**config.mk**
```make
export PLATFORM = sky130hd
export DESIGN_NAME = step_probe
export DESIGN_NICKNAME = d
export VERILOG_FILES = /design/src/rtl/step_probe.sv
export SDC_FILE = /design/constraint.sdc
export NUM_CORES = 1
export LEC_CHECK = 0
export ABC_CLOCK_PERIOD_IN_PS = 2050
export CAP_MARGIN = 20
export CORE_MARGIN = 2
export CORE_UTILIZATION = 50
export DETAILED_ROUTE_END_ITERATION = 7
export GPL_TIMING_DRIVEN = 0
export HOLD_SLACK_MARGIN = 0.08
export PLACE_DENSITY = 0.87
export SLEW_MARGIN = 20
export SYNTH_ARGS = -nofsm -noshare
export SYNTH_HDL_FRONTEND = slang
export SYNTH_SLANG_ARGS = --single-unit
```
**constraint.sdc**
```tcl
create_clock -name clk_100MHz -period 2.05 [get_ports clk_100MHz]
set_clock_uncertainty 0.05 [all_clocks]
set_input_delay 0.3075 -clock clk_100MHz [delete_from_list [all_inputs] [get_ports clk_100MHz]]
set_output_delay 0.3075 -clock clk_100MHz [all_outputs]
set_load 0.005 [all_outputs]
```
**src/rtl/step_probe.sv**
```systemverilog
// step_probe: single-step and debug-display unit for the board CPU harness.
//
// The raw step button is synchronised and debounced. Each debounced press
// becomes a one-cycle clock-enable pulse, `step`. The pulse snapshots every
// probe word and its flags and advances `step_cnt`. The 8 LEDs show one byte
// page, or the flag page, of the selected channel. The source is either the
// live inputs or the snapshot. The page is picked manually or by an auto-scan.
//
// Ports
//   clk_100MHz   system clock, rising edge
//   rst          asynchronous active-low reset
//   btn          raw bouncy step button (asynchronous)
//   probe_data   NCH live probe words, channel c at [c*DATA_W +: DATA_W]
//   probe_flags  per channel c: bit 2c+1 = ZF, bit 2c = OF
//   ch_sel       channel to display
//   byte_sel     manual page (any value >= NB selects the flag page)
//   auto         1 = auto-scan pages, byte_sel ignored
//   freeze       1 = display snapshot, 0 = display live inputs
//   step         registered one-cycle step pulse
//   step_cnt     number of steps issued, wraps at 16 bits
//   led          registered display byte
module step_probe #(
    parameter int DATA_W      = 32,
    parameter int CH_W        = 1,
    parameter int DEB_CYCLES  = 1000000,
    parameter int SCAN_CYCLES = 50000000
) (
    input  logic                              clk_100MHz,
    input  logic                              rst,
    input  logic                              btn,
    input  logic [(2**CH_W)*DATA_W-1:0]       probe_data,
    input  logic [(2**CH_W)*2-1:0]            probe_flags,
    input  logic [CH_W-1:0]                   ch_sel,
    input  logic [2:0]                        byte_sel,
    input  logic                              auto,
    input  logic                              freeze,
    output logic                              step,
    output logic [15:0]                       step_cnt,
    output logic [7:0]                        led
);

    localparam int NCH    = 2**CH_W;
    localparam int NB     = DATA_W / 8;
    localparam int DCNT_W = $clog2(DEB_CYCLES);
    localparam int SCNT_W = $clog2(SCAN_CYCLES);

    // ---------------- synchroniser ----------------
    logic sync0, btn_s;
    // vld fills with ones once the sync chain carries real samples of btn.
    logic [1:0] vld;

    always_ff @(posedge clk_100MHz or negedge rst) begin
        if (!rst) begin
            sync0 <= 1'b0;
            btn_s <= 1'b0;
            vld   <= 2'b00;
        end else begin
            sync0 <= btn;
            btn_s <= sync0;
            vld   <= {vld[0], 1'b1};
        end
    end

    // ---------------- debouncer and step ----------------
    logic              stable;
    logic [DCNT_W-1:0] dcnt;
    logic              accept;
    // armed is cleared by reset and set only once the button has been seen
    // released. A press already held through reset therefore issues no step.
    logic              armed;

    assign accept = (btn_s != stable) && (dcnt == DCNT_W'(DEB_CYCLES - 1));

    always_ff @(posedge clk_100MHz or negedge rst) begin
        if (!rst) begin
            stable <= 1'b0;
            dcnt   <= '0;
            step   <= 1'b0;
            armed  <= 1'b0;
        end else begin
            if (btn_s == stable) begin
                dcnt <= '0;
            end else if (accept) begin
                stable <= btn_s;
                dcnt   <= '0;
            end else begin
                dcnt <= dcnt + 1'b1;
            end
            if (vld[1] && !btn_s)
                armed <= 1'b1;
            // Pulse only on the 0->1 transition of the debounced level.
            step <= accept && btn_s && armed;
        end
    end

    // ---------------- snapshot and step counter ----------------
    logic [NCH*DATA_W-1:0] snap_data;
    logic [NCH*2-1:0]      snap_flags;

    always_ff @(posedge clk_100MHz or negedge rst) begin
        if (!rst) begin
            snap_data  <= '0;
            snap_flags <= '0;
            step_cnt   <= 16'h0000;
        end else if (step) begin
            snap_data  <= probe_data;
            snap_flags <= probe_flags;
            step_cnt   <= step_cnt + 16'h0001;
        end
    end

    // ---------------- auto-scan ----------------
    logic [2:0]        pg;
    logic [SCNT_W-1:0] scnt;

    always_ff @(posedge clk_100MHz or negedge rst) begin
        if (!rst) begin
            pg   <= 3'd0;
            scnt <= '0;
        end else if (!auto) begin
            // Leaving auto mode always restarts the scan at page 0.
            pg   <= 3'd0;
            scnt <= '0;
        end else if (scnt == SCNT_W'(SCAN_CYCLES - 1)) begin
            scnt <= '0;
            pg   <= (pg == 3'(NB)) ? 3'd0 : pg + 3'd1;
        end else begin
            scnt <= scnt + 1'b1;
        end
    end

    // ---------------- display ----------------
    logic [2:0]        page;
    logic [DATA_W-1:0] word;
    logic [DATA_W-1:0] shifted;
    logic [1:0]        fl;
    logic [7:0]        led_d;

    always_comb begin
        page    = auto ? pg : byte_sel;
        word    = freeze ? snap_data[ch_sel*DATA_W +: DATA_W]
                         : probe_data[ch_sel*DATA_W +: DATA_W];
        fl      = freeze ? snap_flags[ch_sel*2 +: 2]
                         : probe_flags[ch_sel*2 +: 2];
        shifted = word >> {page, 3'b000};
        led_d   = 8'h00;
        if (page >= 3'(NB))
            led_d = {fl[1], 6'b000000, fl[0]};
        else
            led_d = shifted[7:0];
    end

    always_ff @(posedge clk_100MHz or negedge rst) begin
        if (!rst)
            led <= 8'h00;
        else
            led <= led_d;
    end

endmodule

```
==> impl_metrics.csv <==
group,metric,value,unit
detailed_routing,vias,5609,
timing,setup_viol,28,
worst_setup_path,startpoint_type,"flop",
worst_setup_path,endpoint_kind,"flop",
detailed_routing,maxUsedRoutingLayer,"met4",
worst_setup_path,cp_cell_sequence,"or4b_4 -> or4_4 -> o21ai_4 -> buf_6 -> nor2_1",
timing,hold_violations,0,
pwr,p_leak,4.03,nW
detailed_routing,wl_met2,9.37,mm
yosys,synth_top_area_cell,"dfrtp_1",
global_route,gr-total-overflow,0,
floorplanning,chipWidth,125,um
detailed_routing,drt_iter0_drc,481,
pwr,power,6.61,mW
yosys,synthTopCellsByCount,"148 x dfrtp_1, 71 x mux2_2, 34 x mux4_2",
global_route,grt_pass1_vias,5844,
detailed_routing,wire_per_inst,20.2,um
yosys,synth_compound_area_share,6.09,%
timing,post-route-period-util,104,%
yosys,ys_seq_elements,148,
yosys,synth_ff_type,"dfrtp_1",
placement,dp_hpwl,12.2,mm
worst_setup_path,worst-path-buf-inv,1,
timing,slew_viol_final,0,
run_status,status,"complete, but fails checks",
yosys,synth_top_area_share,50.8,%
placement,gp_congestion,0.865,
global_route,antenna_found_initial,0,
floorplanning,die_h,125,um
flow_run,cap_viol_max_count,0,
detailed_routing,drc_errors,0,
floorplanning,start_util,50.7,%
timing,rsz0062_at_grt,"yes",
yosys,synth-xor-area-share,4.09,%
worst_setup_path,worstPathArrival,2400,ps
yosys,avgSynthCellArea,12.6,um2
clocking,cts-root-buf,"clkbuf_16",
detailed_routing,drt-total-wl,18.3,mm
timing,tightest_slew,783,ps
yosys,synthAdderAreaFrac,0.858,%
final_layout,fin_area,9390,um2
clocking,cts.sinks,148,
placement,place_inst,860,
worst_setup_path,critPathKind,"flop to flop",
global_route,grt_max_degree,99,
detailed_routing,dr_wl_met3,1.04,mm
global_route,gr-usage-all-layers,23.8,%
clocking,cts_tree,"done",
yosys,synth-simple-area-share,12.2,%
placement,placed_area,8530,um2
run_status,violations,"negative setup slack",
detailed_routing,ant_nets,0,
clocking,cts.htree.levels,4,
yosys,synth_enable_flop_cells,0,
yosys,ys_types,46,
final_layout,nFillCells,946,
yosys,syn_inst,577,
detailed_routing,dr.pass1.iters,5,
clocking,cts_buffers,17,
detailed_routing,wl_met1,7.30,mm
detailed_routing,viasPerCell,6.18,
clocking,clk_latency,420,ps
yosys,async_flop_share,100,%
clocking,clk_pin_slew,60,ps
final_layout,antennaDiodeCount,0,
timing,finalCriticalPeriod,2140,ps
worst_setup_path,cp_slowest_cell,"or4_4",
yosys,synth_mux_area_share,23.1,%
final_layout,fin_nets,793,
final_layout,area_delta_synth_final,28.9,%
worst_hold_path,min_path_type,"input port to flop",
final_layout,layout-drive-gt1-share,27.7,%
yosys,ys_seq_area_share,50.8,%
floorplanning,core-area,14400,um2
worst_setup_path,path_delay_family,"simple AND/OR/NAND/NOR gates",
yosys,synth_top_family_by_area,"multiplexers",
global_route,grt_pass1_wl,29.4,mm
timing,worst_slack,-86.0,ps
yosys,synth.area.top_cells,"dfrtp_1 51%, mux2_2 11%, mux4_2 11%",
yosys,yosysMostFrequentCell,"dfrtp_1",
pwr,ir_worst_vdd,0.569,mV
timing,slew_headroom,47.8,%
clocking,cts_max_path_buffers,2,
final_layout,instances_no_fill,907,
floorplanning,floorplan.die_area,15600,um2
yosys,synth_nets,659,
yosys,ys_warn_count,0,
worst_setup_path,required,2310,ps
floorplanning,rows,44,
pwr,power_density,704,nW/um2
timing,holdWs,162,ps
worst_setup_path,worst-path-max-fanout,10,
placement,portBuffers,98,
timing,max_clock_freq,0.468,GHz
worst_setup_path,slowest_delay,570,ps
floorplanning,ios,102,
yosys,syn_area,7290,um2
## cells in the final DEF, fill, tap and decap left out, types with 10 or more instances in the layout
| cell type | synthesis | routed |
|---|---|---|
| xnor2_1 | 19 | 19 |
| a21oi_2 | 0 | 12 |
| clkbuf_16 | 0 | 17 |
| buf_4 | 1 | 16 |
| clkdlybuf4s50_1 | 0 | 97 |
| a211oi_1 | 12 | 12 |
| nor2_1 | 29 | 29 |
| inv_1 | 14 | 14 |
| or4_1 | 14 | 13 |
| nand3_1 | 18 | 17 |
| dfrtp_1 | 148 | 146 |
| nand4_1 | 14 | 14 |
| mux2i_1 | 12 | 10 |
| xor2_1 | 15 | 15 |
| a21oi_1 | 26 | 14 |
| o21ai_0 | 14 | 14 |
| o31ai_1 | 12 | 11 |
| clkbuf_1 | 14 | 15 |
| mux2_2 | 71 | 71 |
| nand2_1 | 26 | 26 |
| or3_1 | 12 | 12 |
| mux4_2 | 34 | 34 |
## logic make-up (layout without fill, tap and decap cells)
family	count (synthesis)	count (layout)
AOI/OAI and AO/OA	71	71
xor gates and xnor gates	34	34
adders and majority gates	5	5
buffers and inverters	44	190
DFF	148	148
muxes	117	117
other	1	1
and+or+nand+nor	157	157
## per-layer routing
layer	vias up	global-route usage (%)
li1	2429	-
met1	2869	30.5
met2	250	38.9
met3	61	5.58
met4	0	10.4
met5	-	0
## final cells by class
class / instances / area (um2) / area share [%]
Inverter: 14 / 52.6 / 0.559
Buffer: 30 / 163 / 1.73
Clock buffer: 23 / 488 / 5.19
Clock inverter: 8 / 100 / 1.07
Sequential cell: 148 / 3710 / 39.5
Multi-Input combinational cell: 385 / 3510 / 37.4
Timing Repair Buffer: 115 / 1140 / 12.2
Tap cell: 184 / 230 / 2.45
## timing repair
| item | CTS | global route |
|---|---|---|
| buffers inserted | 6 | 8 |
| pin swaps | 3 | 5 |
| hold endpoints to repair | 50 | 0 |
| gates cloned | 1 | 0 |
| hold buffers | 1 | 0 |
| gates resized for setup | 15 | 23 |
| setup endpoints to repair | 52 | 69 |
## path summary, 6_finish.rpt
path                          start  slack [ps]           end  cells past startpoint
min                            auto         160         pg[2]                      2
max in group asynchronous       rst         820       scnt[2]                      3
max reg2reg                scnt[16]         -90      scnt[11]                      5
min reg2reg                  vld[0]         300        vld[1]                      0
max                        scnt[16]         -90      scnt[11]                      5
min in group asynchronous       rst         330  step_cnt[15]                      2
## metrics by stage
step	utilization, %	worst slack [ps]	TNS (ps)
floorplan	-	-14.8	-170
global placement	59.2	-5060	-753620
detailed placement	59.4	-532	-7030
CTS	64.3	-93.5	-1780
global route	65.4	-139	-3400
finish	65.4	-86.0	-1930
## power breakdown
| part | switching, mW | internal [mW] |
|---|---|---|
| Sequential | 0.0199 | 2.95 |
| Clock | 1.18 | 1.91 |
| Combinational | 0.241 | 0.306 |
| Total | 1.45 | 5.17 |
## state kept, by name (all words and copies together) (netlist names)
name	flops
pg	3
step	1
sync0	1
snap_flags	4
led	8
dcnt	20
scnt	26
stable	1
vld	2
armed	1
btn_s	1
step_cnt	16
snap_data	64
## worst register-to-register path, cell delays in order, from the launching register on
cell and delay, ps:
dfrtp_1 390, or4b_4 540, or4_4 570, o21ai_4 230, buf_6 180, nor2_1 60
Note: power is estimated with default switching activity, not from simulation.
